[config.mk]
export PLATFORM = sky130hd
export DESIGN_NAME = rev_shift_right_pipe
export DESIGN_NICKNAME = d
export VERILOG_FILES = /design/src/rtl/rev_shift_right_pipe.sv
export SDC_FILE = /design/constraint.sdc
export NUM_CORES = 1
export LEC_CHECK = 0
export CAP_MARGIN = 20
export CORE_MARGIN = 8
export CORE_UTILIZATION = 45
export DETAILED_ROUTE_END_ITERATION = 8
export PLACE_DENSITY_LB_ADDON = 0.2
export SLEW_MARGIN = 20
export SYNTH_ARGS = -nofsm -noshare
export SYNTH_HDL_FRONTEND = slang
export SYNTH_SLANG_ARGS = --single-unit
[constraint.sdc]
create_clock -name clk -period 1.7 [get_ports clk]
set_input_delay 0.34 -clock clk [delete_from_list [all_inputs] [get_ports clk]]
set_output_delay 0.34 -clock clk [all_outputs]
set_load 0.01 [all_outputs]
[src/rtl/rev_shift_right_pipe.sv]
// rev_shift_right_pipe
//   Three-stage pipelined 8-bit right shifter/rotator built from reversible
//   2:1 mux cells (P=A, Q=~A&B|A&C; only Q is used). Stage k shifts by 2^k
//   when shift bit k is set, with a register after each stage and
//   valid/ready handshakes on both sides.
//
// Ports
//   clk        rising-edge clock
//   rst_n      synchronous active-low reset
//   in_valid   X/Y/mode valid this cycle
//   in_ready   block accepts an input this cycle
//   X          operand
//   Y          shift amount
//   mode       00 logical, 01 arithmetic, 10 rotate, 11 logical (reserved)
//   out_valid  Z holds a result
//   out_ready  downstream consumes Z this cycle
//   Z          result
module rev_shift_right_pipe #(
  parameter int unsigned WIDTH = 8,
  parameter int unsigned SHW   = 3
) (
  input  logic             clk,
  input  logic             rst_n,
  input  logic             in_valid,
  output logic             in_ready,
  input  logic [WIDTH-1:0] X,
  input  logic [SHW-1:0]   Y,
  input  logic [1:0]       mode,
  output logic             out_valid,
  input  logic             out_ready,
  output logic [WIDTH-1:0] Z
);

  typedef enum logic [1:0] {
    MODE_LSR = 2'b00,
    MODE_ASR = 2'b01,
    MODE_ROR = 2'b10,
    MODE_RSV = 2'b11
  } mode_e;

  // Reversible cell, Q output only: control a selects c (shifted/fill) over b.
  function automatic logic rev_cell_q(input logic a, input logic b, input logic c);
    return (~a & b) | (a & c);
  endfunction

  // One mux stage: conditional right shift by amt with mode-dependent fill.
  // The source index wraps modulo WIDTH, which is exactly the rotate source;
  // for logical/arithmetic the wrapped positions are replaced by the fill.
  function automatic logic [WIDTH-1:0] stage_shift(
    input logic [WIDTH-1:0] d,
    input logic             ctl,
    input logic [1:0]       m,
    input logic             f,
    input int unsigned      amt
  );
    logic [WIDTH-1:0] r;
    logic [SHW-1:0]   src;
    logic             c;
    r = '0;
    for (int unsigned i = 0; i < WIDTH; i++) begin
      src = SHW'(i + amt);
      if (i + amt < WIDTH) begin
        c = d[src];
      end else if (m == MODE_ROR) begin
        c = d[src];
      end else if (m == MODE_ASR) begin
        c = f;
      end else begin
        c = 1'b0;
      end
      r[SHW'(i)] = rev_cell_q(ctl, d[SHW'(i)], c);
    end
    return r;
  endfunction

  // Stage 1
  logic             v1_q, v1_d;
  logic [WIDTH-1:0] d1_q, d1_d;
  logic [1:0]       y1_q, y1_d;
  logic [1:0]       m1_q, m1_d;
  logic             f1_q, f1_d;
  // Stage 2
  logic             v2_q, v2_d;
  logic [WIDTH-1:0] d2_q, d2_d;
  logic             y2_q, y2_d;
  logic [1:0]       m2_q, m2_d;
  logic             f2_q, f2_d;
  // Stage 3 (only the result is needed beyond this point)
  logic             v3_q, v3_d;
  logic [WIDTH-1:0] d3_q, d3_d;

  logic adv1, adv2, adv3;
  logic in_fire;
  logic fill_in;

  // Ready ripples backwards: a stage may load whenever it is empty or the
  // stage after it is moving, so a full pipe still accepts when out_ready=1.
  always_comb begin
    adv3     = ~v3_q | out_ready;
    adv2     = ~v2_q | adv3;
    adv1     = ~v1_q | adv2;
    in_ready = adv1 & rst_n;
    in_fire  = in_valid & in_ready;
    fill_in  = (mode == MODE_ASR) ? X[WIDTH-1] : 1'b0;
  end

  always_comb begin
    v1_d = v1_q;
    d1_d = d1_q;
    y1_d = y1_q;
    m1_d = m1_q;
    f1_d = f1_q;
    v2_d = v2_q;
    d2_d = d2_q;
    y2_d = y2_q;
    m2_d = m2_q;
    f2_d = f2_q;
    v3_d = v3_q;
    d3_d = d3_q;

    if (adv1) begin
      v1_d = in_fire;
      d1_d = stage_shift(X, Y[0], mode, fill_in, 1);
      y1_d = Y[2:1];
      m1_d = mode;
      f1_d = fill_in;
    end

    if (adv2) begin
      v2_d = v1_q;
      d2_d = stage_shift(d1_q, y1_q[0], m1_q, f1_q, 2);
      y2_d = y1_q[1];
      m2_d = m1_q;
      f2_d = f1_q;
    end

    if (adv3) begin
      v3_d = v2_q;
      d3_d = stage_shift(d2_q, y2_q, m2_q, f2_q, 4);
    end
  end

  always_ff @(posedge clk) begin
    if (!rst_n) begin
      v1_q <= 1'b0;
      d1_q <= '0;
      y1_q <= '0;
      m1_q <= '0;
      f1_q <= 1'b0;
      v2_q <= 1'b0;
      d2_q <= '0;
      y2_q <= 1'b0;
      m2_q <= '0;
      f2_q <= 1'b0;
      v3_q <= 1'b0;
      d3_q <= '0;
    end else begin
      v1_q <= v1_d;
      d1_q <= d1_d;
      y1_q <= y1_d;
      m1_q <= m1_d;
      f1_q <= f1_d;
      v2_q <= v2_d;
      d2_q <= d2_d;
      y2_q <= y2_d;
      m2_q <= m2_d;
      f2_q <= f2_d;
      v3_q <= v3_d;
      d3_q <= d3_d;
    end
  end

  assign out_valid = v3_q;
  assign Z         = d3_q;

endmodule

* Yosys cells after proc, flatten, opt, wreduce, memory -nomap -nowiden *
Cells that the tools add are included.

cells by class
  add/subtract/negate cells = 0
  multipliers = 0
  divide/modulo/power cells = 0
  magnitude comparators = 0
  equality and inequality tests = 6
  shift operators = 0
  muxes and demuxes = 35
  bitwise operators = 83
  reduce and logical (&&, ||, !) cells = 0

operator list
  cell                number
  $and 1x1->1         50
  $mux 1              35
  $or 1x1->1          27
  $eq 2x1->1 const B  3
  $eq 2x2->1 const B  3
  $not 1->1           6

word-level totals
  register bits = 36
  bits in latches = 0
  bits in writable memories = 0
  memory bits (read-only) = 0
  bits of input ports = 17
  output and inout bits = 10
  word-level logic and storage cells = 136
  memories = 0

* Longest topological paths before layout *
  depth after elaboration = 7
  gate-level depth with buffers = 5
  depth with buffers taken out = 3

* Worst setup path after synthesis *
No wires, ideal clock.

  path kind = reg2out
  start point = register v3_q, in the netlist out_valid
  end point = output in_ready
  arrival = 1,113 ps
  slack = 247 ps
  stages on the path, launching flop included = 5
  path buffers = 2
  path through = dfxtp_1 nand4b_4 buf_6 buf_6 and2_1

on the way
  cells in the longest elaborated chain, start to end = 5

ends and longest elaborated chain
  item                      line  text
  start: declaration        89    logic v3_q, v3_d;
  start signal: assignment  168   v3_q <= v3_d;
  $not 1->1                 99    adv3 = ~v3_q | out_ready;
  $or 1x1->1                99
  $or 1x1->1                100   adv2 = ~v2_q | adv3;
  $or 1x1->1                101   adv1 = ~v1_q | adv2;
  $and 1x1->1               102   in_ready = adv1 & rst_n;
  end: declaration          25    output logic in_ready,

No other way between the ends.

* Final worst setup path *
  start point = register v3_q, in the netlist out_valid
  end point = output out_valid

RTL lines
  item              line  text
  end: declaration  29    output logic out_valid,

No word-level cell between the ends.

==> run metrics <==
Slew Viols, Final 0; Post-Syn Area 1685 um^2; Pre-antenna DRT Iters 4; Vias 1297; sequential area share after synthesis 42.76%; WP data required 1.36 ns; Die W 77.20 um; Slew @ Worst Pin 0.4473 ns; Final ANT Viol Nets 0; Worst Path Buf+Inv 2; WL per Instance 13.90 um; top cells by area, synth dfxtp_1, mux2i_1, o211a_1, nand2_1, nor2b_1; Port Buffers 26; Synth Net Count 183; Setup TNS 0 ns; row count 22; Die ar. 5960 um^2; CP arrival 1.28 ns; final worst slack 0.07933 ns; Final min period 1.621 ns; period utilization 95.33%; post-CTS setup buffers 0; pre-CTS setup slack -0.3257 ns; worst-path cell chain buf_4, clkdlybuf4s50_1; post-synthesis cell type count 22; max_slew headroom 70.14%; final hold vios 0; Leakage 1.038 nW; Layout Skew 0.003180 ns; DR DRC count 0; commonest non-fill, non-tap cell in the layout dfxtp_1; Worst setup EP type primary output; Fin Hold WS 0.4976 ns; Die H 77.20 um; TritonCTS Buffers 5; share of cells above drive strength 1 9.375%; vias in the first global route 1298; Total Wirelength 3.335 mm; gpl congestion 0.8092; clock slew at reported path FFs 0.07 ns; total grt overflow 0; max-cap viol count 0; clk_lat worst skew 0.28 ns; maximum clock rate 617.0 MHz; initial antenna violation count 0; CTS Hold Buffers Added 0; Cells after Synth 166; Iter 0 DRT Violations 61; Initial Util 46.38%; Cells after DPL 233; Final Cell Area 2066 um^2; area added between synthesis and finish 22.57%; CTS H-Tree Depth 2; first-pass GRT wire length 5.685 mm; final HPWL from detailed placement 2.442 mm; commonest cells after routing, fill and taps aside dfxtp_1, mux2i_1, nand2_1, clkdlybuf4s50_1, o211a_1; Final Power 1.692 mW; Core Footprint 3633 um^2; post-layout util 56.85%; Synth Area per Inst 10.15 um^2; Max VDD drop 435.2 uV; Max clock buf depth 2; Yosys warning total 0; Placed Area 1981 um^2; critical path's top delay family buffers and inverters; Worst Hold Class reg -> reg; CP max-delay cell clkdlybuf4s50_1; Layout Cells excl Fill 240; Setup CP Type reg -> out; largest net degree at the start of global routing 47; I/O pins 27; status finished, final reports clean; reg2reg setup slack 0.55 ns; root buf cell clkbuf_8; Max FO, Critical Path 3; GR Util All Layers 11.35%; CP Launch Type register; setup violators final 0; CTS tree yes; PwrDens 819.2 nW/um^2; diode count 0; RSZ-0062 raised after global routing false; clock sink count 36; fin nets 209; CP max stage delay 0.53 ns; DR vias/cell 5.404; post-synthesis register bit count 36; biggest area consumer among synthesized cells dfxtp_1; top-area cell type share of the netlist area 42.76%
[final timing paths]
kind / from / end / cells past startpoint
max reg2reg: y1_q[0] / d2_q[5] / 3
min: v1_q / v2_q / 2
min reg2reg: v1_q / v2_q / 2
max: out_valid / out_valid / 2
[synthesized netlist by cell type, drive strengths merged]
master / n
dfxtp: 36
nand2: 24
and2: 1
nand3b: 1
o221ai: 7
a21oi: 6
nand4b: 8
a21boi: 3
nand2b: 1
nand3: 3
mux2i: 26
clkbuf: 3
o211a: 17
and3b: 3
buf: 11
nor2b: 11
inv: 4
a31oi: 1
[metal layers]
layer  GRT usage [%]  share of wire [%]
met3           4.196                4.8
met2           18.96                 46
met5               0                  0
met1           12.50                 48
met4           5.094                1.6
[worst register-to-register path, cell delays in order, from the launching register on]
cell and delay (ns):
dfxtp_1 0.60, mux2i_1 0.24, nand2_1 0.08, o211a_1 0.13
[flip-flops by register name (all words and copies together) (netlist names)]
register and count:
Z 8, d1_q 8, d2_q 8, f1_q 1, f2_q 1, m1_q 2
m2_q 2, out_valid 1, v1_q 1, v2_q 1, y1_q 2, y2_q 1
[cell type report]
type	count	area [um^2]
repair buffers	33	329.1
fillers	349	1568
multi-input cells	112	862.1
flip-flops and latches	36	721.9
well taps	48	60.06
clock inverters	1	5.005
clock buffers	6	72.57
inverters	4	15.01
[report_power, final]
| group | internal (mW) | switching [mW] | leakage, nW |
|---|---|---|---|
| registers | 0.888 | 0.0390 | 0.297 |
| logic | 0.122 | 0.0802 | 0.701 |
| clock network | 0.278 | 0.284 | 0.0410 |
[what timing repair did]
item / in CTS / in global routing
gates resized for setup: 4 / 2
pin swaps: 0 / 0
endpoints found under the setup margin: 1 / 2
[cell families after synthesis]
| group | count (synthesis) | share of synthesized area (%) |
|---|---|---|
| AO/OA/AOI/OAI | 34 | 17.22 |
| buffers and inverters | 18 | 6.235 |
| flip-flops | 36 | 42.76 |
| multiplexers | 26 | 15.44 |
| AND/OR/NAND/NOR | 52 | 18.34 |
Note: power is estimated with default switching activity, not from simulation.
